==> config.mk <==
export PLATFORM = sky130hd
export DESIGN_NAME = arbitro_rr4
export DESIGN_NICKNAME = d
export VERILOG_FILES = /design/src/rtl/arbitro_rr4.sv
export SDC_FILE = /design/constraint.sdc
export NUM_CORES = 1
export LEC_CHECK = 0
export CORE_MARGIN = 8
export CORE_UTILIZATION = 57
export DETAILED_ROUTE_END_ITERATION = 8
export DONT_BUFFER_PORTS = 1
export GPL_ROUTABILITY_DRIVEN = 0
export PLACE_DENSITY = 0.79
export SYNTH_ARGS = -nofsm -noshare
export SYNTH_HDL_FRONTEND = slang
export SYNTH_SLANG_ARGS = --single-unit
==> constraint.sdc <==
create_clock -name clk -period 2.4 [get_ports clk]
set_input_delay 0.72 -clock clk [delete_from_list [all_inputs] [get_ports clk]]
set_output_delay 0.72 -clock clk [all_outputs]
set_load 0.02 [all_outputs]
==> src/rtl/arbitro_rr4.sv <==
// rtl/arbitro_rr4.sv - round-robin pop arbiter draining four input FIFOs into one push stream
// Two-stage pipeline: pop -> FIFO read latency -> registered push.
module arbitro_rr4 #(
  parameter int DATA_WIDTH = 6,
  parameter int CNT_WIDTH  = 8
) (
  input  logic                  clk,
  input  logic                  reset_L,
  input  logic [3:0]            fifo_empty,
  input  logic [DATA_WIDTH-1:0] fifo_data0,
  input  logic [DATA_WIDTH-1:0] fifo_data1,
  input  logic [DATA_WIDTH-1:0] fifo_data2,
  input  logic [DATA_WIDTH-1:0] fifo_data3,
  input  logic                  pausa,
  output logic [3:0]            pop,
  output logic                  push,
  output logic [DATA_WIDTH-1:0] data_out,
  output logic                  active,
  output logic [CNT_WIDTH-1:0]  word_count
);

  logic [1:0]            rr_ptr;
  logic [3:0]            hold;
  logic                  s1_vld;
  logic [1:0]            s1_sel;
  logic [3:0]            eligible;
  logic                  grant;
  logic [1:0]            grant_idx;
  logic [1:0]            cand;
  logic [DATA_WIDTH-1:0] sel_data;

  // The hold mask keeps a just-popped port out for one cycle, covering the
  // FIFO's late empty flag when its last word was taken.
  always_comb begin
    eligible  = ~fifo_empty & ~hold;
    grant     = 1'b0;
    grant_idx = rr_ptr;
    cand      = 2'd0;
    pop       = 4'b0000;
    for (int k = 1; k <= 4; k++) begin
      cand = rr_ptr + 2'(k);
      if (!grant && eligible[cand]) begin
        grant     = 1'b1;
        grant_idx = cand;
      end
    end
    if (!reset_L || pausa) grant = 1'b0;
    if (grant) pop[grant_idx] = 1'b1;
  end

  always_comb begin
    sel_data = fifo_data0;
    case (s1_sel)
      2'd0: sel_data = fifo_data0;
      2'd1: sel_data = fifo_data1;
      2'd2: sel_data = fifo_data2;
      2'd3: sel_data = fifo_data3;
      default: sel_data = fifo_data0;
    endcase
  end

  always_ff @(posedge clk or negedge reset_L) begin
    if (!reset_L) begin
      rr_ptr     <= 2'd3;
      hold       <= 4'b0000;
      s1_vld     <= 1'b0;
      s1_sel     <= 2'd0;
      push       <= 1'b0;
      data_out   <= '0;
      word_count <= '0;
    end else begin
      if (grant) begin
        rr_ptr <= grant_idx;
        hold   <= pop;
        s1_vld <= 1'b1;
        s1_sel <= grant_idx;
      end else begin
        hold   <= 4'b0000;
        s1_vld <= 1'b0;
      end
      push <= s1_vld;
      if (s1_vld) data_out <= sel_data;
      if (push) word_count <= word_count + CNT_WIDTH'(1);
    end
  end

  assign active = s1_vld | push;

endmodule

==> results of run 1 <==
power breakdown:
part | internal (W) | switching (W)
Sequential | 0.000551 | 0.000296
Clock | 0.0000925 | 0.000113
Combinational | 0.000329 | 0.000184
Yosys cell counts:
| cell | count |
|---|---|
| o21bai_1 | 1 |
| nor3b_1 | 1 |
| or2_2 | 1 |
| nor2_1 | 2 |
| and3_1 | 2 |
| mux2_2 | 9 |
| o21ai_0 | 1 |
| a21o_2 | 2 |
| ha_1 | 1 |
| dfrtp_1 | 22 |
| nor3_1 | 3 |
| inv_2 | 1 |
| buf_2 | 1 |
| mux4_2 | 6 |
| nand2_1 | 3 |
| a21oi_1 | 2 |
| dfstp_2 | 2 |
| o211ai_1 | 1 |
| or2_0 | 1 |
| o21ai_2 | 1 |
| a211oi_2 | 1 |
| nor2b_1 | 1 |
| xnor2_1 | 6 |
| nand4_1 | 3 |
| a22o_1 | 1 |
| buf_4 | 1 |
| or3_1 | 1 |
| xor2_1 | 1 |
| o22ai_2 | 1 |
| and2b_1 | 1 |
| and2_1 | 1 |
| nor3b_2 | 1 |
| o22ai_1 | 2 |
| o21a_1 | 1 |
| clkbuf_1 | 2 |
per-stage QoR:
step	setup TNS, ns	std cells
2_1_floorplan	0	87
6_report	-0.4017	124
3_3_place_gp	0	114
5_1_grt	-0.8464	124
3_5_place_dp	-0.002457	114
4_1_cts	-0.2561	123
worst max-delay path by stage:
stage	depth (start not counted)	endpoint	slack [ns]	start
floorplan	4	pop[3]	0.02	fifo_empty[3]
global placement	4	pop[3]	0.009	fifo_empty[3]
detailed placement	4	pop[3]	-0.002	fifo_empty[3]
CTS	5	pop[2]	-0.1	rr_ptr[1]
global route	5	pop[2]	-0.26	rr_ptr[1]
finish	5	pop[2]	-0.15	rr_ptr[1]
metal layers:
metal / vias up / routed length [um]
li1: 342 / -
met1: 380 / 922
met2: 33 / 1283
met3: 4 / 288
met4: 0 / 30
met5: - / 0
sequential cells by signal, indices dropped and copies added (netlist names):
name,cells
s1_sel,2
hold,4
data_out,6
rr_ptr,2
push,1
s1_vld,1
word_count,8
worst max-delay path, delay by kind of cell (launching register included):
family                 cells  cell delay [ns]
AOI/OAI and AO/OA          2             0.26
buffers and inverters      1             0.19
DFF                        1             0.59
and+or+nand+nor            2             0.49
layout by cell type (no fill, tap or decap), types with 2 or more instances in the layout:
cell       n
dfstp_2    2
clkbuf_4   3
xnor2_1    6
nor2_1     2
dfrtp_1   22
buf_4     10
and3_1     2
a21o_2     2
nor3_1     2
mux2_2     9
o22ai_1    2
nand2_1    3
nand4_1    3
mux4_2     6
cells by family (layout without fill, tap and decap cells):
| kind of cell | count (synthesis) | in the layout | share of synthesized area, % |
|---|---|---|---|
| AO/OA/AOI/OAI | 14 | 14 | 9.402 |
| adder cells (fa/ha/maj) | 1 | 1 | 1.068 |
| AND/OR/NAND/NOR | 21 | 21 | 10.58 |
| XOR/XNOR | 7 | 7 | 5.235 |
| flip-flops | 24 | 24 | 51.50 |
| multiplexers | 15 | 15 | 20.19 |
| buffers and inverters | 5 | 15 | 2.030 |
cell type report:
class | instances | share of cell area (%)
clock buffers | 4 | 2.738
flip-flops and latches | 24 | 45.51
repair buffers | 10 | 5.666
multi-input cells | 58 | 43.25
well taps | 27 | 2.550
inverters | 1 | 0.2833
what timing repair did:
item	4_1_cts	5_1_grt
endpoints found under the setup margin	4	4
pin swaps	4	1
resized for setup	4	0
buffers inserted	5	1
==> flow_summary.toml, run 1 <==
[status]
status = "complete, but fails checks"
violations = "negative setup slack"

[clock_tree]
cts_inserted_buffers = 3
cts_num_sinks = 24
cts_tree = "done"
clk_latency_ns = 0.30
cts_root_buf = "clkbuf_4"
htreeDepth = 1
cts_hold_buf = 0
path_clk_slew_ns = 0.13
cts_buffer_depth = 2

[final_layout]
finalCoreUtilization_pct = 68.23
syn_to_final_growth_pct = 13.14
fin_nets = 130
antennaDiodeCount = 0
multi_input_area_um2 = 573.1
fin_area_mm2 = 0.001325
layout-drive-gt1-share_pct = 45.36
fillers = 149
seq_area_um2 = 603.1

[power]
leakage_nw = 0.5646
power_w = 0.001566
ir_drop_v = 0.0007697
p_per_area_mw_per_mm2 = 1182

[critical_path]
critPathMaxFanout = 5
critPathKind = "flop to output pin"
reg2reg_depth = 8
slowest_delay_ns = 0.59
startpoint_type = "flop"
r2r-end = "s1_sel[0]"
crit_arrival_ns = 1.83
reg2reg_slack_ns = 0.62
r2r-start = "rr_ptr[1]"
critical_path.endpoint_type = "output pin"
required_ns = 1.68
path_cells = "nor3b_4, o21bai_1, o211ai_1, buf_4, and2b_2"
slowest_stage = "dfstp_2"

[sta]
setup_slack_ns = -0.1546
min_period_over_period_pct = 106.4
min_period_ns = 2.555
hold_ws_ns = 0.08755
finalClockSkew_ns = 0.005543
worst_slew_pin_slew_ns = 0.4108
rsz0062_at_grt = "yes"
finalHoldViolCount = 0
relSlewSlack_pct = 72.61
finalSetupViolations = 4
finalMaxSlewViolations = 0
fmax_mhz = 391.5

[route]
drcViolationCount = 0
wire_per_inst_um = 20.35
first_iter_violations = 35
drtPass1Iterations = 4
ant_nets = 0
via_count = 759
wirelength_um = 2524
via_per_inst = 6.121

[floorplan]
die-area_mm2 = 0.003761
initial_core_util_pct = 60.31
fp.dieH_um = 61.33
core_area_mm2 = 0.001942
pin_count = 51
die_w_um = 61.33
rows = 16

[global_route]
grt-ovfl-total = 0
grt_max_degree = 26
track_usage_pct = 14.71
grt_pass1_vias = 862
antenna_found_initial = 0
met3_usage_pct = 6.681
use_met2_pct = 23.73
use_met1_pct = 16.20
top_usage_layer = "met2"
grt_first_pass_wirelength_um = 4050

[synthesis]
synth.distinct_cells = 35
syn_area_mm2 = 0.001171
netlist_top_cells_area = "dfrtp_1 47%, mux4_2 12%, mux2_2 8.7%"
ys_warn_count = 0
seq_area_frac_synth_pct = 51.50
synth_top_area_share_pct = 47.01
avgSynthCellArea_um2 = 13.46
syn_nets = 119
yosysTopAreaCell = "dfrtp_1"
syn_inst = 87
ys_ff_latch = 24

[place]
dp_hpwl_um = 1897
place_area_mm2 = 0.001227
dp_slack_ns = -0.002343
io_buffers = 0

[run]
drv_cap = 0

[hold_path]
worstHoldPathType = "primary input to async pin"
Power figures use the tool's default switching activity.
==> run 2: changes to the inputs <==
- CTS_CLUSTER_DIAMETER: unset -> 40
- RECOVER_POWER: unset -> 50
- SLEW_MARGIN: unset -> 20
==> results of run 2 <==
No change in the layout: final DEF, timing and power equal those of run 1.
==> run 3: changes to the inputs <==
- RECOVER_POWER: 50 -> unset
==> results of run 3 <==
No change in the layout: final DEF, timing and power equal those of run 1.
